===== src/rtl/sa_load_controller.sv =====
// Load/compute sequencer for the systolic array: streams ROWS rows into the register file,
// flushes, runs a fixed compute window, then pulses done_o. Optional abort_i via SA_LOAD_CTRL_ABORT_EN.
module sa_load_controller #(
  parameter int DATA_W         = 16,
  parameter int LANES          = 16,
  parameter int ROWS           = 8,
  parameter int IDX_W          = 3,
  parameter int FLUSH_CYCLES   = 2,
  parameter int COMPUTE_CYCLES = 30
) (
  input  logic                    clk_i,
  input  logic                    rst_n_i,
  input  logic                    start_i,
`ifdef SA_LOAD_CTRL_ABORT_EN
  input  logic                    abort_i,
`endif
  input  logic                    s_valid_i,
  output logic                    s_ready_o,
  input  logic [LANES*DATA_W-1:0] s_data_i,
  output logic                    sa_en_o,
  output logic                    sa_rf_en_o,
  output logic                    sa_write_o,
  output logic [IDX_W-1:0]        sa_idx_o,
  output logic [LANES*DATA_W-1:0] sa_din_o,
  output logic                    busy_o,
  output logic                    done_o
);

  localparam logic [2:0] IDLE    = 3'd0;
  localparam logic [2:0] LOAD    = 3'd1;
  localparam logic [2:0] FLUSH   = 3'd2;
  localparam logic [2:0] COMPUTE = 3'd3;
  localparam logic [2:0] DONE_ST = 3'd4;

  localparam int CNT_MAX = (FLUSH_CYCLES > COMPUTE_CYCLES) ? FLUSH_CYCLES : COMPUTE_CYCLES;
  localparam int CNT_W   = $clog2(CNT_MAX + 1);

  localparam logic [IDX_W:0]   ROW_LAST     = (IDX_W+1)'(ROWS - 1);
  localparam logic [IDX_W:0]   ROW_ONE      = (IDX_W+1)'(1);
  localparam logic [CNT_W-1:0] FLUSH_LAST   = CNT_W'(FLUSH_CYCLES - 1);
  localparam logic [CNT_W-1:0] COMPUTE_LAST = CNT_W'(COMPUTE_CYCLES - 1);
  localparam logic [CNT_W-1:0] CNT_ONE      = CNT_W'(1);

  logic [2:0]              state_q, state_d;
  logic [IDX_W:0]          row_q, row_d;
  logic [CNT_W-1:0]        cnt_q, cnt_d;
  logic                    en_q, en_d;
  logic                    rf_en_q, rf_en_d;
  logic                    write_q, write_d;
  logic [IDX_W-1:0]        idx_q, idx_d;
  logic [LANES*DATA_W-1:0] din_q, din_d;
  logic                    done_q, done_d;
  logic                    abort;

`ifdef SA_LOAD_CTRL_ABORT_EN
  assign abort = abort_i;
`else
  assign abort = 1'b0;
`endif

  always_comb begin
    state_d = state_q;
    row_d   = row_q;
    cnt_d   = cnt_q;
    en_d    = en_q;
    rf_en_d = rf_en_q;
    write_d = write_q;
    idx_d   = idx_q;
    din_d   = din_q;
    done_d  = 1'b0;
    case (state_q)
      IDLE: begin
        en_d    = 1'b0;
        rf_en_d = 1'b0;
        write_d = 1'b0;
        if (start_i) begin
          state_d = LOAD;
          en_d    = 1'b1;
          rf_en_d = 1'b1;
          write_d = 1'b1;
          row_d   = '0;
        end
      end
      LOAD: begin
        // Abort takes priority over a coincident beat so the register file row is not touched.
        if (abort) begin
          state_d = IDLE;
        end else if (s_valid_i) begin
          din_d = s_data_i;
          idx_d = row_q[IDX_W-1:0];
          row_d = row_q + ROW_ONE;
          if (row_q == ROW_LAST) begin
            state_d = FLUSH;
            cnt_d   = '0;
          end
        end
      end
      FLUSH: begin
        if (abort) begin
          state_d = IDLE;
        end else if (cnt_q == FLUSH_LAST) begin
          state_d = COMPUTE;
          cnt_d   = '0;
          write_d = 1'b0;
        end else begin
          cnt_d = cnt_q + CNT_ONE;
        end
      end
      COMPUTE: begin
        if (abort) begin
          state_d = IDLE;
        end else if (cnt_q == COMPUTE_LAST) begin
          state_d = DONE_ST;
          cnt_d   = '0;
          done_d  = 1'b1;
        end else begin
          cnt_d = cnt_q + CNT_ONE;
        end
      end
      DONE_ST: begin
        state_d = IDLE;
        en_d    = 1'b0;
        rf_en_d = 1'b0;
        write_d = 1'b0;
      end
      default: begin
        state_d = IDLE;
        en_d    = 1'b0;
        rf_en_d = 1'b0;
        write_d = 1'b0;
      end
    endcase
    if (abort && (state_q == LOAD || state_q == FLUSH || state_q == COMPUTE)) begin
      en_d    = 1'b0;
      rf_en_d = 1'b0;
      write_d = 1'b0;
      row_d   = '0;
      cnt_d   = '0;
    end
  end

  always_ff @(posedge clk_i or negedge rst_n_i) begin
    if (!rst_n_i) begin
      state_q <= IDLE;
      row_q   <= '0;
      cnt_q   <= '0;
      en_q    <= 1'b0;
      rf_en_q <= 1'b0;
      write_q <= 1'b0;
      idx_q   <= '0;
      din_q   <= '0;
      done_q  <= 1'b0;
    end else begin
      state_q <= state_d;
      row_q   <= row_d;
      cnt_q   <= cnt_d;
      en_q    <= en_d;
      rf_en_q <= rf_en_d;
      write_q <= write_d;
      idx_q   <= idx_d;
      din_q   <= din_d;
      done_q  <= done_d;
    end
  end

  assign s_ready_o  = (state_q == LOAD);
  assign busy_o     = (state_q != IDLE);
  assign sa_en_o    = en_q;
  assign sa_rf_en_o = rf_en_q;
  assign sa_write_o = write_q;
  assign sa_idx_o   = idx_q;
  assign sa_din_o   = din_q;
  assign done_o     = done_q;

endmodule


===== config.mk =====
export PLATFORM = sky130hd
export DESIGN_NAME = sa_load_controller
export DESIGN_NICKNAME = d
export VERILOG_FILES = /design/src/rtl/sa_load_controller.sv
export SDC_FILE = /design/constraint.sdc
export NUM_CORES = 1
export LEC_CHECK = 0
export CAP_MARGIN = 20
export CORE_AREA = 5 5 202 204
export DETAILED_ROUTE_END_ITERATION = 12
export DIE_AREA = 0 0 207 209
export GPL_ROUTABILITY_DRIVEN = 0
export HOLD_SLACK_MARGIN = 0.05
export PLACE_DENSITY = 0.71
export SETUP_SLACK_MARGIN = 0.3
export SLEW_MARGIN = 10
export SYNTH_ARGS = -nofsm -noshare
export SYNTH_HDL_FRONTEND = slang
export SYNTH_SLANG_ARGS = --single-unit

===== constraint.sdc =====
create_clock -name clk_i -period 1.46 [get_ports clk_i]
set_clock_uncertainty 0.15 [all_clocks]
set_input_delay 0.146 -clock clk_i [delete_from_list [all_inputs] [get_ports clk_i]]
set_output_delay 0.146 -clock clk_i [all_outputs]
set_load 0.1 [all_outputs]

# Yosys cells after proc, flatten, opt, wreduce, memory -nomap -nowiden
# Index checks and enable logic that the tools add are counted.
# Widths: inputs -> output; s select.
[op_classes]
n_addsub = 2
eq_ne = 11
mux = 20
bitwise = 1
reduce_logical = 11
[ops]
columns = ["cell", "count"]
rows = [
  ["$mux 5", 4],
  ["$mux 3", 5],
  ["$pmux 5 s3", 1],
  ["$pmux 3 s4", 1],
  ["$mux 4", 2],
  ["$ne 2x2->1 const B", 4],
  ["$pmux 4 s2", 1],
  ["$eq 3x2->1 const B", 2],
  ["$reduce_and 3->1", 2],
  ["$reduce_bool 3->1", 2],
  ["$add 5x1->5 const B", 1],
  ["$eq 5x1->1 const B", 1],
  ["$eq 5x5->1 const B", 1],
  ["$reduce_and 5->1", 1],
  ["$add 4x1->4 const B", 1],
  ["$eq 4x3->1 const B", 1],
  ["$mux 1", 4],
  ["$reduce_and 2->1", 2],
  ["$eq 3x1->1 const B", 1],
  ["$logic_not 3->1", 1],
  ["$pmux 1 s3", 1],
  ["$reduce_or 3->1", 1],
  ["$ne 2x1->1 const B", 1],
  ["$pmux 1 s2", 1],
  ["3 further kinds", 3],
]
[word_totals]
regBits = 274
in_bits = 260
output_inout_bits = 265
wordCells = 53

# Logic depth before layout (Yosys ltp)
# Gate-level depths: netlist of run 1.
[depth]
word_depth = 4
depth_mapped = 8
mapped_depth_nobuf = 5

# Worst setup path after synthesis of run 1
# Ideal clock, no wire load.
[synth_path]
path_kind = "reg-to-output"
startpoint = "register state_q[2]"
endpoint = "output s_ready_o"
arrival_time_ns = 2.757
t_required_ns = 1.164
slack_ns = -1.593
path_stages_with_launch = 4
cell_sequence = "dfrtp_1 -> buf_2 -> clkbuf_1 -> nor3_1"
[synth_between]
elab_chain_cells = 1
[synth_rtl]
columns = ["item", "line_no", "text"]
rows = [
  ["from (decl)", "44", "logic [2:0] state_q, state_d;"],
  ["from (signal assigned)", "154", "state_q <= state_d;"],
  ["$eq 3x1->1", "166", "assign s_ready_o = (state_q == LOAD);"],
  ["to (decl)", "18", "output logic s_ready_o,"],
]
# Every way passes these cells.

# Final worst setup path of run 1
[layout_path]
startpoint = "register state_q[2]"
endpoint = "register din_q[168], in the netlist sa_din_o[168]"
[layout_between]
elab_chain_cells = 2
[layout_rtl]
columns = ["item", "line_no", "text"]
rows = [
  ["$eq 3x1->1", "71", "case (state_q)"],
  ["$reduce_and 2->1 (no line)", "n/a", ""],
  ["to (signal assigned)", "161", "din_q <= din_d;"],
  ["to (decl)", "51", "logic [LANES*DATA_W-1:0] din_q, din_d;"],
]
# Every way passes these cells.
# A chain may end at the register's enable or synchronous reset.

==> flow_metrics.tcl, run 1 <==
set metrics [dict create \
    synth_flop_cell "dfrtp_1" \
    synth_mux_area_share_pct 0.202 \
    core_area_um2 39100 \
    cts_made_buffers 31 \
    period_needed_ns 1.88 \
    final_common_cell "nand2_1" \
    overflow 0 \
    holdWs_ns -0.00106 \
    async_flop_share_pct 100 \
    cts_buffer_depth 3 \
    drc_errors 0 \
    pre_cts_ws_ns -0.348 \
    arrival_ns 2.24 \
    worstSetupStartpointType "flop" \
    seqCellArea_um2 6860 \
    cp_cell_sequence "buf_6, nor4bb_4, buf_6, buf_12, buf_12, clkbuf_16, nand2_2, nand2_1" \
    ant_nets 0 \
    critPathTopFamily "buffers and inverters" \
    grt_max_degree 51 \
    worst_slack_ns -0.420 \
    finalSetupViolCount 448 \
    critPathMaxStageDelay_ns 0.46 \
    slew_violations 0 \
    max_slew_margin_pct 66.0 \
    cts_tree "done" \
    drv_cap 0 \
    antenna_found_initial 4 \
    synth-xor-area-share_pct 0.0830 \
    root_buffer "clkbuf_16" \
    clk_pin_slew_ns 0.07 \
    syn_area_um2 10600 \
    worstSkewPairLatency_ns 0.56 \
    drt-initial-drc-count 759 \
    hp-class "input port to asynchronous set/reset pin" \
    hold_violations 4 \
    tightest_slew_ns 0.510 \
    multiInputGateArea_um2 4020 \
    syn_area_per_cell_um2 8.93 \
    drive_gt1_share_pct 28.0 \
    placement_rows 73 \
    synthCells 1181 \
    cts.sinks 274 \
    grt_pass1_wl_um 76900 \
    crit_buf_inv 5 \
    drt-vias-per-instance 4.72 \
    avgRoutedWirePerCell_um 21.8 \
    dieArea_um2 43300 \
    violations "negative hold slack, negative setup slack" \
    synth.distinct_cells 32 \
    yosysSeqAreaShare_pct 65.0 \
    io_buffers 524 \
    synth_edf_count 0 \
    fmax_mhz 532 \
    endpoint_kind "flop" \
    yosys.area_share.adder_pct 0.356 \
    path_class "flop to flop" \
    timing.final.crit_share_pct 129 \
    floorplan.initialDensity_pct 27.0 \
    grt_pass1_vias 13000 \
    cts.hold.buffers_added 253 \
    hpwl_um 30200 \
    syn_to_final_growth_pct 133 \
    synth_compound_area_share_pct 1.38 \
    path_max_fanout 7 \
    synth-seq-cells 274 \
    synth_top_family_by_area "simple AND/OR/NAND/NOR gates" \
    die_h_um 209 \
    nets 2301 \
    htreeDepth 1 \
    fillers 2556 \
    grtUsageTotal_pct 22.1 \
    outcome "finished with violations" \
    grt_setup_unrepaired "true" \
    dieWidth_um 207 \
    drt_first_pass_iters 5 \
    synth.net_count 1444 \
    io-pin-count 525 \
    final_cell_mix "nand2_1, buf_12, dfrtp_1" \
    yosysWarnings 0 \
    slowest_stage "dfrtp_2" \
    critPathRequiredTime_ns 1.82 \
    routed-via-count 12200 \
    wl_um 56500 \
    yosys.area_share.simple_pct 29.5 \
]
[synth_stat cells (4+ instances only)]
master | instances | share of area [%]
clkbuf_1 | 8 | 0.28
nor2_1 | 10 | 0.36
nand2_1 | 783 | 28
a21oi_1 | 5 | 0.24
dfrtp_1 | 274 | 65
buf_4 | 23 | 1.6
nand3_1 | 5 | 0.24
o21ai_1 | 4 | 0.19
a22o_1 | 5 | 0.42
buf_2 | 30 | 1.4
[stage by stage]
| step | instance area, um^2 | utilization (%) | TNS, ns | cells |
|---|---|---|---|---|
| floorplan | 10600 | - | -21.35 | 1181 |
| global placement | 19600 | 50.1 | -62.46 | 2241 |
| detailed placement | 19600 | 50.1 | -69.36 | 2241 |
| CTS | 23400 | 59.9 | -89.00 | 2564 |
| global route | 24600 | 62.8 | -109.64 | 2591 |
| finish | 24600 | 62.8 | -83.84 | 2591 |
[area by class of cell]
type | count | area share, %
Sequential cell | 274 | 27.9
Clock buffer | 47 | 3.81
Inverter | 2 | 0.0306
Clock inverter | 10 | 0.357
Multi-Input combinational cell | 842 | 16.3
Tap cell | 525 | 2.67
Antenna cell | 4 | 0.0407
Timing Repair Buffer | 887 | 48.8
[what timing repair did]
action                                 in CTS  in global routing
setup buffers                               8                  7
setup endpoints to repair                 538                539
pin swaps                                   2                131
endpoints found under the hold margin     526                 32
gates resized for setup                    28                238
gates cloned                                5                 16
[metal layers]
layer,wire length [um],GRT usage (%)
met1,19900,24.7
met2,29100,39.4
met3,4810,6.74
met4,2620,9.19
met5,0,0
[sequential cells by signal, indices dropped and copies added (netlist names)]
signal	count
cnt_q	5
done_o	1
row_q	4
sa_din_o	256
sa_idx_o	3
sa_rf_en_o	1
sa_write_o	1
state_q	3
[worst register-to-register path, stage by stage, from the launching register on]
cell and delay (ns):
dfrtp_2 0.46, buf_6 0.14, nor4bb_4 0.26, buf_6 0.17, buf_12 0.14, buf_12 0.16
clkbuf_16 0.18, nand2_2 0.07, nand2_1 0.10
[cells by family (layout without fill, tap and decap cells)]
logic type | after synthesis | after routing
buffers and inverters | 65 | 946
AND/OR/NAND/NOR | 815 | 815
flip-flops | 274 | 274
other | 0 | 4
AO/OA/AOI/OAI | 21 | 21
XOR/XNOR | 1 | 1
adder cells (fa/ha/maj) | 3 | 3
multiplexers | 2 | 2
[worst paths after layout]
kind	from	end	slack, ns	depth (start not counted)
max	state_q[2]$_DFFE_PN0P_	sa_din_o[168]$_DFFE_PN0P_	-0.42	8
min	rst_n_i	sa_din_o[20]$_DFFE_PN0P_	-0.001	2
max reg2reg	state_q[2]$_DFFE_PN0P_	sa_din_o[168]$_DFFE_PN0P_	-0.42	8
min reg2reg	sa_din_o[33]$_DFFE_PN0P_	sa_din_o[33]$_DFFE_PN0P_	0.38	2
max in group asynchronous	rst_n_i	row_q[2]$_DFFE_PN0P_	0.57	3
min in group clk_i	s_data_i[242]	sa_din_o[242]$_DFFE_PN0P_	0.05	3
Power of run 1 is left out: the tool's default activity adds up to more than one toggle a clock period on the data nets, which glitch-free logic cannot reach.
==> inputs of run 2 (changes only) <==
--- a/config.mk
+++ b/config.mk
@@ -9,7 +9,6 @@
 export CORE_AREA = 5 5 202 204
 export DETAILED_ROUTE_END_ITERATION = 12
 export DIE_AREA = 0 0 207 209
-export GPL_ROUTABILITY_DRIVEN = 0
 export HOLD_SLACK_MARGIN = 0.05
 export PLACE_DENSITY = 0.71
 export SETUP_SLACK_MARGIN = 0.3
==> results of run 2 <==
The final DEF is identical to that of run 1; final timing and power are the same.
Power of run 2 is left out for the same reason.
